<file path="src/rtl/tac_pulse_if.sv">
// Sample handshake between an activation producer and the TAC pulse encoder.
// valid/ready: a sample transfers on a rising edge where in_valid and in_ready are both high; data is ignored otherwise.
interface tac_pulse_if #(
  parameter int MAG_W = 8
);
  logic             in_valid;
  logic             in_ready;
  logic [MAG_W-1:0] in_mag;
  logic             in_sign;
  logic             in_last;

  modport master (
    output in_valid,
    output in_mag,
    output in_sign,
    output in_last,
    input  in_ready
  );

  modport slave (
    input  in_valid,
    input  in_mag,
    input  in_sign,
    input  in_last,
    output in_ready
  );
endinterface

</file>
<file path="src/rtl/tac_pulse_encoder.sv">
// Turns signed-magnitude samples into |x|-cycle tac_in pulse trains and frames
// them with a readout window (frame_valid/frame_ack) followed by a one-cycle tac_clr.
module tac_pulse_encoder #(
  parameter int MAG_W      = 8,
  parameter int GAP_CYCLES = 1
) (
  input  logic        clk,
  input  logic        rst,
  tac_pulse_if.slave  in_if,
  output logic        tac_in,
  output logic        sign_x,
  output logic        busy,
  output logic        frame_valid,
  input  logic        frame_ack,
  output logic        tac_clr,
  output logic [2:0]  state_dbg
);

  typedef enum logic [2:0] {
    IDLE  = 3'd0,
    PULSE = 3'd1,
    GAP   = 3'd2,
    DONE  = 3'd3,
    CLEAR = 3'd4
  } state_t;

  localparam logic [MAG_W-1:0] CNT_ONE  = MAG_W'(1);
  localparam logic [MAG_W-1:0] CNT_ZERO = '0;
  localparam logic [3:0]       GAP_INIT = 4'(GAP_CYCLES);
  localparam logic [3:0]       GAP_ONE  = 4'd1;

  state_t           state_q, state_d;
  logic [MAG_W-1:0] cnt_q, cnt_d;
  logic [3:0]       gap_q, gap_d;
  logic             last_q, last_d;
  logic             sign_d;

  assign in_if.in_ready = (state_q == IDLE);
  assign busy           = (state_q != IDLE);
  assign state_dbg      = state_q;

  always_comb begin
    state_d = state_q;
    cnt_d   = cnt_q;
    gap_d   = gap_q;
    last_d  = last_q;
    sign_d  = sign_x;
    case (state_q)
      IDLE: begin
        if (in_if.in_valid) begin
          sign_d = in_if.in_sign;
          last_d = in_if.in_last;
          // A zero magnitude skips the train entirely but still spends the gap.
          if (in_if.in_mag != CNT_ZERO) begin
            cnt_d   = in_if.in_mag;
            state_d = PULSE;
          end else begin
            gap_d   = GAP_INIT;
            state_d = GAP;
          end
        end
      end
      PULSE: begin
        if (cnt_q == CNT_ONE) begin
          cnt_d   = CNT_ZERO;
          gap_d   = GAP_INIT;
          state_d = GAP;
        end else begin
          cnt_d = cnt_q - CNT_ONE;
        end
      end
      GAP: begin
        if (gap_q == GAP_ONE) begin
          gap_d   = 4'd0;
          state_d = last_q ? DONE : IDLE;
        end else begin
          gap_d = gap_q - GAP_ONE;
        end
      end
      DONE: begin
        if (frame_ack) begin
          last_d  = 1'b0;
          state_d = CLEAR;
        end
      end
      CLEAR:   state_d = IDLE;
      default: state_d = IDLE;
    endcase
  end

  // Outputs are registered from the next state so they line up with the state they describe.
  always_ff @(posedge clk) begin
    if (rst) begin
      state_q     <= IDLE;
      cnt_q       <= CNT_ZERO;
      gap_q       <= 4'd0;
      last_q      <= 1'b0;
      sign_x      <= 1'b0;
      tac_in      <= 1'b0;
      frame_valid <= 1'b0;
      tac_clr     <= 1'b0;
    end else begin
      state_q     <= state_d;
      cnt_q       <= cnt_d;
      gap_q       <= gap_d;
      last_q      <= last_d;
      sign_x      <= sign_d;
      tac_in      <= (state_d == PULSE);
      frame_valid <= (state_d == DONE);
      tac_clr     <= (state_d == CLEAR);
    end
  end

endmodule

</file>
<file path="src/flat_wrapper.sv">
// flat-port wrapper written by rule: the top's interface ports become plain ports
module tac_pulse_encoder_flat 
#(
  parameter int MAG_W      = 8,
  parameter int GAP_CYCLES = 1
)
  (clk, rst, tac_in, sign_x, busy, frame_valid, frame_ack, tac_clr, state_dbg, in_if_in_valid, in_if_in_mag, in_if_in_sign, in_if_in_last, in_if_in_ready);
  tac_pulse_if #(.MAG_W(MAG_W)) in_if_i ();
  input  logic clk;
  input  logic rst;
  output logic tac_in;
  output logic sign_x;
  output logic busy;
  output logic frame_valid;
  input  logic frame_ack;
  output logic tac_clr;
  output logic [2:0] state_dbg;
  input wire logic [$bits(in_if_i.in_valid)-1:0] in_if_in_valid;
  input wire logic [$bits(in_if_i.in_mag)-1:0] in_if_in_mag;
  input wire logic [$bits(in_if_i.in_sign)-1:0] in_if_in_sign;
  input wire logic [$bits(in_if_i.in_last)-1:0] in_if_in_last;
  output wire logic [$bits(in_if_i.in_ready)-1:0] in_if_in_ready;
  assign in_if_i.in_valid = in_if_in_valid;
  assign in_if_i.in_mag = in_if_in_mag;
  assign in_if_i.in_sign = in_if_in_sign;
  assign in_if_i.in_last = in_if_in_last;
  assign in_if_in_ready = in_if_i.in_ready;
  tac_pulse_encoder #(.MAG_W(MAG_W), .GAP_CYCLES(GAP_CYCLES)) u_core (.clk(clk), .rst(rst), .in_if(in_if_i), .tac_in(tac_in), .sign_x(sign_x), .busy(busy), .frame_valid(frame_valid), .frame_ack(frame_ack), .tac_clr(tac_clr), .state_dbg(state_dbg));
endmodule
</file>
<file path="config.mk">
export PLATFORM = sky130hd
export DESIGN_NAME = tac_pulse_encoder_flat
export DESIGN_NICKNAME = d
export VERILOG_FILES = /design/src/rtl/tac_pulse_if.sv /design/src/rtl/tac_pulse_encoder.sv /design/src/flat_wrapper.sv
export SDC_FILE = /design/constraint.sdc
export NUM_CORES = 1
export LEC_CHECK = 0
export CORE_ASPECT_RATIO = 0.8
export CORE_MARGIN = 3
export CORE_UTILIZATION = 50
export DETAILED_ROUTE_END_ITERATION = 6
export GPL_ROUTABILITY_DRIVEN = 0
export PLACE_DENSITY = 0.78
export SLEW_MARGIN = 20
export SYNTH_ARGS = -nofsm -noshare
export SYNTH_HDL_FRONTEND = slang
export SYNTH_SLANG_ARGS = --single-unit
export TNS_END_PERCENT = 10
</file>
<file path="constraint.sdc">
create_clock -name clk -period 2.1 [get_ports clk]
set_clock_uncertainty 0.2 [all_clocks]
set_input_delay 0.42 -clock clk [delete_from_list [all_inputs] [get_ports clk]]
set_output_delay 0.42 -clock clk [all_outputs]
set_load 0.05 [all_outputs]
</file>
# Yosys cells after proc, flatten, opt, wreduce, memory -nomap -nowiden
# Cells that the tools add are included.
[totals] register_bits=20 latchBits=0 ramBits=0 romBits=0 inputBits=14 output_inout_bits=9 word_cells=52 n_memories=0
[classes] addsub=2 n_mul=0 div=0 order_cmp=0 n_eq_ne=13 n_shift=0 muxes=19 bitwise_logic=0 n_reduce_logical=10
[op_table] op="$mux 8" n=3
[op_table] op="$mux 4" n=4
[op_table] op="$pmux 8 s2" n=1
[op_table] op="$mux 3" n=4
[op_table] op="$pmux 3 s4" n=1
[op_table] op="$pmux 4 s3" n=1
[op_table] op="$eq 3x2->1 const B" n=3
[op_table] op="$eq 8x1->1 const B" n=1
[op_table] op="$reduce_bool 8->1" n=1
[op_table] op="$sub 8x1->8 const B" n=1
[op_table] op="$eq 3x1->1 const B" n=2
[op_table] op="$ne 2x2->1 const B" n=3
[op_table] op="$reduce_and 3->1" n=2
[op_table] op="$reduce_bool 3->1" n=2
[op_table] op="$eq 4x1->1 const B" n=1
[op_table] op="$mux 2" n=2
[op_table] op="$ne 2x1->1 const B" n=2
[op_table] op="$reduce_and 4->1" n=1
[op_table] op="$reduce_bool 2->1" n=2
[op_table] op="$sub 4x1->4 const B" n=1
[op_table] op="$eq 3x3->1 const B" n=1
[op_table] op="$logic_not 3->1" n=1
[op_table] op="$mux 1" n=2
[op_table] op="$pmux 1 s2" n=1
[op_table] op="$reduce_and 2->1" n=1

# Logic depth before layout (Yosys ltp)
# Gate-level depths: netlist of run 1.
[depth] word_depth=5 depth_mapped=6 mapped_depth_nobuf=6

# Least setup slack after synthesis of run 1
# OpenSTA, ideal clock, no wires.
[synth_path] path_type="flip-flop to output port" start="reg u_core.state_q[2] (netlist: u_core.state_dbg[2])" end="out busy" arrival_ns=2.472 t_required_ns=1.480 setup_slack_ns=-0.992 stages_incl_launch_ff=3 path_buffers=0 cell_sequence="dfxtp_1 > nor3_1 > inv_1"
[synth_between] elab_chain_cells=1
[synth_rtl] element="start: declaration" line_no="tac_pulse_encoder.sv:32" rtl="state_t state_q, state_d;"
[synth_rtl] element="start signal: assignment" line_no="tac_pulse_encoder.sv:103" rtl="state_q <= state_d;"
[synth_rtl] element="$reduce_bool 3->1" line_no="tac_pulse_encoder.sv:39" rtl="assign busy = (state_q != IDLE);"
[synth_rtl] element="end: declaration" line_no="flat_wrapper.sv:13" rtl="output logic busy;"
# Every way passes these cells.

# Final worst setup path of run 1
[layout_path] start="reg u_core.tac_in" end="out tac_in"
[layout_rtl] element="start: declaration" line_no="tac_pulse_encoder.sv:10" rtl="output logic tac_in,"
[layout_rtl] element="start signal: assignment" line_no="tac_pulse_encoder.sv:108" rtl="tac_in <= (state_d == PULSE);"
[layout_rtl] element="end: declaration" line_no="flat_wrapper.sv:11" rtl="output logic tac_in;"
# No word-level cell between the ends.

==> flow_summary.yaml, run 1 <==
critical_path:
  worstSetupEndpointType: "output pin"
  cp_slowest_cell: "clkdlybuf4s50_1"
  cp.arrival_ps: 1430
  crit_buf_inv: 1
  max_stage_delay_ps: 790
  crit_path_end: "tac_in"
  r2r-start: "u_core.cnt_q[1]$_SDFFE_PP0P_"
  critical-path-top-delay-family: "buffers and inverters"
  timing.rr.end: "u_core.gap_q[0]$_SDFFE_PP0P_"
  start_kind: "flip-flop"
  cp.required_ps: 1480
  r2r_setup_slack_ps: 180
  crit_type: "flip-flop to output pin"
  cp_max_fo: 1
  critPathLaunch: "u_core.tac_in$_SDFF_PP0_"
  path_cells: "clkdlybuf4s50_1"
  cp.depth: 1
  r2r_cells: 7
routing:
  drt_iter0_markers: 80
  vias: 1208
  drt-wirelength-per-cell_um: 16.22
  remaining_drc_errors: 0
  drtPass1Iterations: 4
  routed_wl_um: 3146
  via_per_inst: 6.227
  ant_nets: 0
placement:
  placedInstanceArea_sq_um: 1515
  place_inst: 190
  hpwl_um: 2430
  portBuffers: 22
power:
  p_leak_nw: 0.5999
  peakVddDrop_mv: 0.6337
  p_per_area_nw_per_um2: 665.9
floorplan:
  rows: 14
  start_util: 0.5733
  die_w_um: 59.97
  core-area_sq_um: 2032
  chipHeight_um: 49.17
  io_pins: 23
  die_area_sq_um: 2948
synth:
  synthesis.nets: 153
  ys_types: 46
  ys_top_cells_by_area: "dfxtp_1 (34%), nor2_1 (4.5%), ha_1 (4.3%)"
  synthCells: 135
  yosys_warnings: 0
  synth_area_leader_cell: "dfxtp_1"
  syn_area_sq_um: 1165
  synth_top_cell_area_share: 0.3437
  synth_enable_flop_cells: 0
  synth_seq_cells: 20
  synth_ff_type: "dfxtp_1"
  async_flop_share: 0
  ys_seq_area_frac: 0.3437
  syn_area_per_cell_sq_um: 8.629
clock_network:
  path_clk_slew_ps: 110
  cts_tree: "done"
  cts_resized: 0
  cts_setup_buffers: 0
  cts.htree.levels: 1
  cts_hold_buf: 0
  clock_path_buffers: 2
  cts_made_buffers: 3
  cts-root-buf: "clkbuf_4"
  cts.sinks: 20
  clk_latency_ps: 300
sta:
  period_needed_ps: 2049
  whs_ps: 295.0
  setup_violations: 0
  max_freq_ghz: 0.4880
  slew_violations: 0
  rsz0062_at_grt: "no"
  worst_pin_slew_ps: 524.7
  report.final.hold_viol_count: 0
  relSlewSlack: 0.6494
  post-route-period-util: 0.9757
finish:
  final_cells: 194
  final_core_util: 0.7697
  drive_gt1_frac: 0.2176
  final_area_sq_um: 1564
  n_antenna_cell: 0
  nNetsFinal: 189
  area_growth_pct: 34.26
global_route:
  antenna_found_initial: 0
  grt_max_degree: 19
  track_usage: 0.2260
  grt-ovfl-total: 0
  first_global_vias: 1165
  grt_pass1_wl_um: 5223
worst_hold_path:
  hold_path.class: "flip-flop to flip-flop"
status:
  outcome: "finished clean"
flow_run:
  cap_violations: 0
==> layout make-up <==
type                    instances  area (sq um)
clock buffers                   3         22.52
clock inverters                 1         3.754
fillers                       150         467.9
inverters                       8         33.78
multi-input cells             102         737.0
flip-flops and latches         20         409.1
well taps                      24         30.03
repair buffers                 36         327.8
==> placed cells by master (no fill, tap or decap), drive strengths merged, types with 2 or more instances in the layout <==
cell type / instances
a32oi: 2
clkbuf: 3
or3b: 3
ha: 4
a211oi: 2
nand3b: 3
clkdlybuf4s50: 16
a221oi: 2
nor2b: 2
nand2: 10
dfxtp: 20
nor3b: 4
clkinv: 2
a31oi: 3
nor4: 3
a22oi: 2
nand3: 6
a21boi: 2
and2: 4
inv: 6
nor3: 3
mux2i: 2
nand4: 3
o32ai: 4
a311oi: 2
buf: 19
a21oi: 9
nor2: 14
o21ai: 2
==> power by group <==
group / total (W) / switching (W) / leakage, nW / internal, W
Sequential: 0.000453 / 0.0000423 / 0.166 / 0.000411
Clock: 0.000185 / 0.000116 / 0.0154 / 0.0000694
Combinational: 0.000403 / 0.000219 / 0.419 / 0.000184
Total: 0.00104 / 0.000377 / 0.600 / 0.000664
==> registers in the layout, summed over array words and instances (netlist names) <==
register,cells
u_core.cnt_q,8
u_core.gap_q,4
u_core.state_dbg,3
u_core.frame_valid,1
u_core.last_q,1
u_core.sign_x,1
u_core.tac_clr,1
u_core.tac_in,1
==> how the worst min path moves through the flow <==
stage | cells after the start | slack, ps | endpoint | startpoint
global route | 2 | 310 | u_core.last_q$_SDFFE_PP0P_ | u_core.last_q$_SDFFE_PP0P_
CTS | 2 | 300 | u_core.cnt_q[1]$_SDFFE_PP0P_ | u_core.cnt_q[1]$_SDFFE_PP0P_
finish | 2 | 290 | u_core.cnt_q[1]$_SDFFE_PP0P_ | u_core.cnt_q[1]$_SDFFE_PP0P_
floorplan | 1 | 250 | u_core.gap_q[3]$_SDFFE_PP0P_ | u_core.gap_q[3]$_SDFFE_PP0P_
global placement | 2 | 270 | u_core.cnt_q[1]$_SDFFE_PP0P_ | u_core.cnt_q[1]$_SDFFE_PP0P_
detailed placement | 2 | 280 | u_core.cnt_q[1]$_SDFFE_PP0P_ | u_core.cnt_q[1]$_SDFFE_PP0P_
==> metrics by stage <==
| step | setup TNS (ps) | power [W] | setup WS (ps) |
|---|---|---|---|
| floorplan | 0 | 0.0007016 | 8.405 |
| global placement | -1531 | 0.0008360 | -183.5 |
| detailed placement | -1959 | 0.0008503 | -259.6 |
| CTS | 0 | 0.001031 | 12.22 |
| global route | 0 | 0.001098 | 9.784 |
| finish | 0 | 0.001042 | 51.00 |
==> synth_stat cells (2+ instances only) <==
library cell,n
nor3_1,3
a21oi_1,8
and2_1,4
nor4_2,2
a31oi_1,3
nor2_1,14
a21boi_0,2
a211oi_1,2
nor3b_1,2
ha_1,4
a32oi_1,2
dfxtp_1,20
mux2i_1,2
a311oi_1,2
o32ai_1,4
buf_2,2
inv_1,7
nand2_1,10
nand3_1,6
o21ai_0,2
nand3b_1,3
nor3b_2,2
a22oi_1,2
nor2b_1,2
nand4_1,3
or3b_1,2
==> cell families (layout without fill, tap and decap cells) <==
family | count (synthesis) | in the layout | synth area share
and+or+nand+nor | 57 | 57 | 0.2932
muxes | 2 | 2 | 0.01719
DFF | 20 | 20 | 0.3437
AOI/OAI and AO/OA | 39 | 39 | 0.2524
buffers and inverters | 13 | 48 | 0.05048
adders and majority gates | 4 | 4 | 0.04297
==> metal layers <==
layer | vias to the layer above | wire length (um) | global-route usage
li1 | 584 | - | -
met1 | 578 | 1432 | 0.3074
met2 | 44 | 1484 | 0.3561
met3 | 2 | 222 | 0.06085
met4 | 0 | 6 | 0.04059
met5 | - | 0 | 0
Note: power is estimated with default switching activity, not from simulation.
==> inputs of run 2 (changes only) <==
- CORE_UTILIZATION: 50 -> 45
- PLACE_DENSITY: 0.78 -> 0.71
==> flow_summary.yaml, run 2 (synthesis gave the netlist of run 1 again) <==
status:
  outcome: "finished clean"
sta:
  slew_violations: 0
  report.final.hold_viol_count: 0
  relSlewSlack: 0.6604
  setup_violations: 0
  period_needed_ps: 2055
  rsz0062_at_grt: "no"
  post-route-period-util: 0.9788
  whs_ps: 295.8
  max_freq_ghz: 0.4865
  worst_pin_slew_ps: 507.1
  setup_tns_ps: 0
routing:
  drt_iter0_markers: 100
  vias: 1203
  routed_wl_um: 2980
  remaining_drc_errors: 0
  drt-wirelength-per-cell_um: 14.68
  ant_nets: 0
  via_per_inst: 5.926
  drtPass1Iterations: 4
finish:
  regMostFlops: "u_core.cnt_q"
  drive_gt1_frac: 0.2130
  mostFrequentLayoutCells: "buf_4 (18), dfxtp_1 (17), clkdlybuf4s50_1 (16)"
  nNetsFinal: 188
  n_antenna_cell: 0
  layout_commonest_cell: "buf_4"
  final_core_util: 0.6715
  nFillCells: 214
  final_area_sq_um: 1550
  largest_register_ffs: 8
  area_growth_pct: 33.08
floorplan:
  core-area_sq_um: 2308
  start_util: 0.5046
  chipHeight_um: 51.51
  io_pins: 23
  die_w_um: 62.89
  die_area_sq_um: 3239
  rows: 15
worst_hold_path:
  hold_path.class: "flip-flop to flip-flop"
power:
  p_leak_nw: 0.5754
  peakVddDrop_mv: 0.5056
  p_per_area_nw_per_um2: 660.5
critical_path:
  cp.arrival_ps: 2060
  r2r_setup_slack_ps: 210
  cp_slowest_cell: "clkdlybuf4s50_1"
  critical-path-top-delay-family: "buffers and inverters"
  cp_max_fo: 9
  path_cells: "clkdlybuf4s50_1 > nor4_2 > buf_4 > a21bo_2 > a221oi_1 > a211oi_1"
  crit_type: "input pin to flip-flop"
  worstSetupEndpointType: "flip-flop"
  crit_buf_inv: 2
  max_stage_delay_ps: 440
  cp.required_ps: 2110
  start_kind: "input pin"
placement:
  portBuffers: 22
  hpwl_um: 2289
  placedInstanceArea_sq_um: 1518
global_route:
  first_global_vias: 1162
  grt-ovfl-total: 0
  grt_pass1_wl_um: 5209
  antenna_found_initial: 0
  track_usage: 0.2007
  grt_max_degree: 16
clock_network:
  cts.sinks: 20
  cts.htree.levels: 1
  clk_latency_ps: 300
  cts_tree: "done"
  cts-root-buf: "clkbuf_4"
  path_clk_slew_ps: 110
  clock_path_buffers: 2
  cts_made_buffers: 3
  cts_setup_buffers: 0
flow_run:
  cap_violations: 0
## run 2: cell types whose count changed in the layout (fill, tap and decap cells not counted)
| cell | before | now |
|---|---|---|
| nor4_2 | 0 | 2 |
| nor4_4 | 3 | 1 |
| dlymetal6s2s_1 | 1 | 0 |
| nor3b_2 | 2 | 1 |
| nor3b_4 | 0 | 1 |
| or3b_1 | 1 | 2 |
| or3b_4 | 1 | 0 |
## run 2: where the power goes
part | total [W] | internal [W] | switching (W)
sequential | 0.000453 | 0.000411 | 0.0000419
clock | 0.000186 | 0.0000692 | 0.000117
combinational | 0.000385 | 0.000174 | 0.000211
## run 2: layer usage
metal  vias to the layer above  part of all wire  track usage
met1                       574              0.46       0.2520
met4                         0            0.0094      0.03663
met5                         -                 0            0
li1                        586                 -            -
met2                        39              0.45       0.3468
met3                         4             0.072      0.05832
## run 2: layout make-up
| class | instances | area (sq um) | area share |
|---|---|---|---|
| repair buffers | 35 | 315.3 | 0.2034 |
| clock buffers | 3 | 22.52 | 0.01453 |
| multi-input cells | 102 | 723.2 | 0.4665 |
| inverters | 8 | 33.78 | 0.02179 |
| flip-flops and latches | 20 | 409.1 | 0.2639 |
| clock inverters | 1 | 3.754 | 0.002421 |
| well taps | 34 | 42.54 | 0.02744 |
## run 2: path summary, 6_finish.rpt
path,start,endpoint,cells after the start
worst max-delay path,in_if_in_mag[5],u_core.cnt_q[0]$_SDFFE_PP0P_,6
worst max register to register,u_core.state_dbg[0]$_SDFF_PP0_,u_core.cnt_q[5]$_SDFFE_PP0P_,5
worst min-delay path,u_core.last_q$_SDFFE_PP0P_,u_core.last_q$_SDFFE_PP0P_,2
worst min register to register,u_core.last_q$_SDFFE_PP0P_,u_core.last_q$_SDFFE_PP0P_,2
## run 2: per-stage QoR
stage / cells / setup WS, ps / power, W
after floorplan: 135 / 8.405 / 0.0007016
after global routing: 203 / 2.663 / 0.001089
after CTS: 203 / 44.71 / 0.001022
final: 203 / 44.56 / 0.001024
after global placement: 199 / -206.0 / 0.0008274
after detailed placement: 199 / -232.5 / 0.0008377
## run 2: repair_timing
| action | 4_1_cts | 5_1_grt |
|---|---|---|
| endpoints found under the setup margin | 0 | 1 |
| hold buffers | 0 | 0 |
| resized for setup | 0 | 1 |
## run 2: worst reg2reg max path: stages, from the launching register on
cell and delay (ps):
dfxtp_4 420, or3b_1 490, buf_4 240, nor2_1 110
a32oi_1 120, o32ai_1 240
==> inputs of run 3 (changes only) <==
- CAP_MARGIN: unset -> 10
- SKIP_CTS_REPAIR_TIMING: unset -> 1
==> results of run 3 <==
The final DEF is identical to that of run 2; final timing and power are the same.
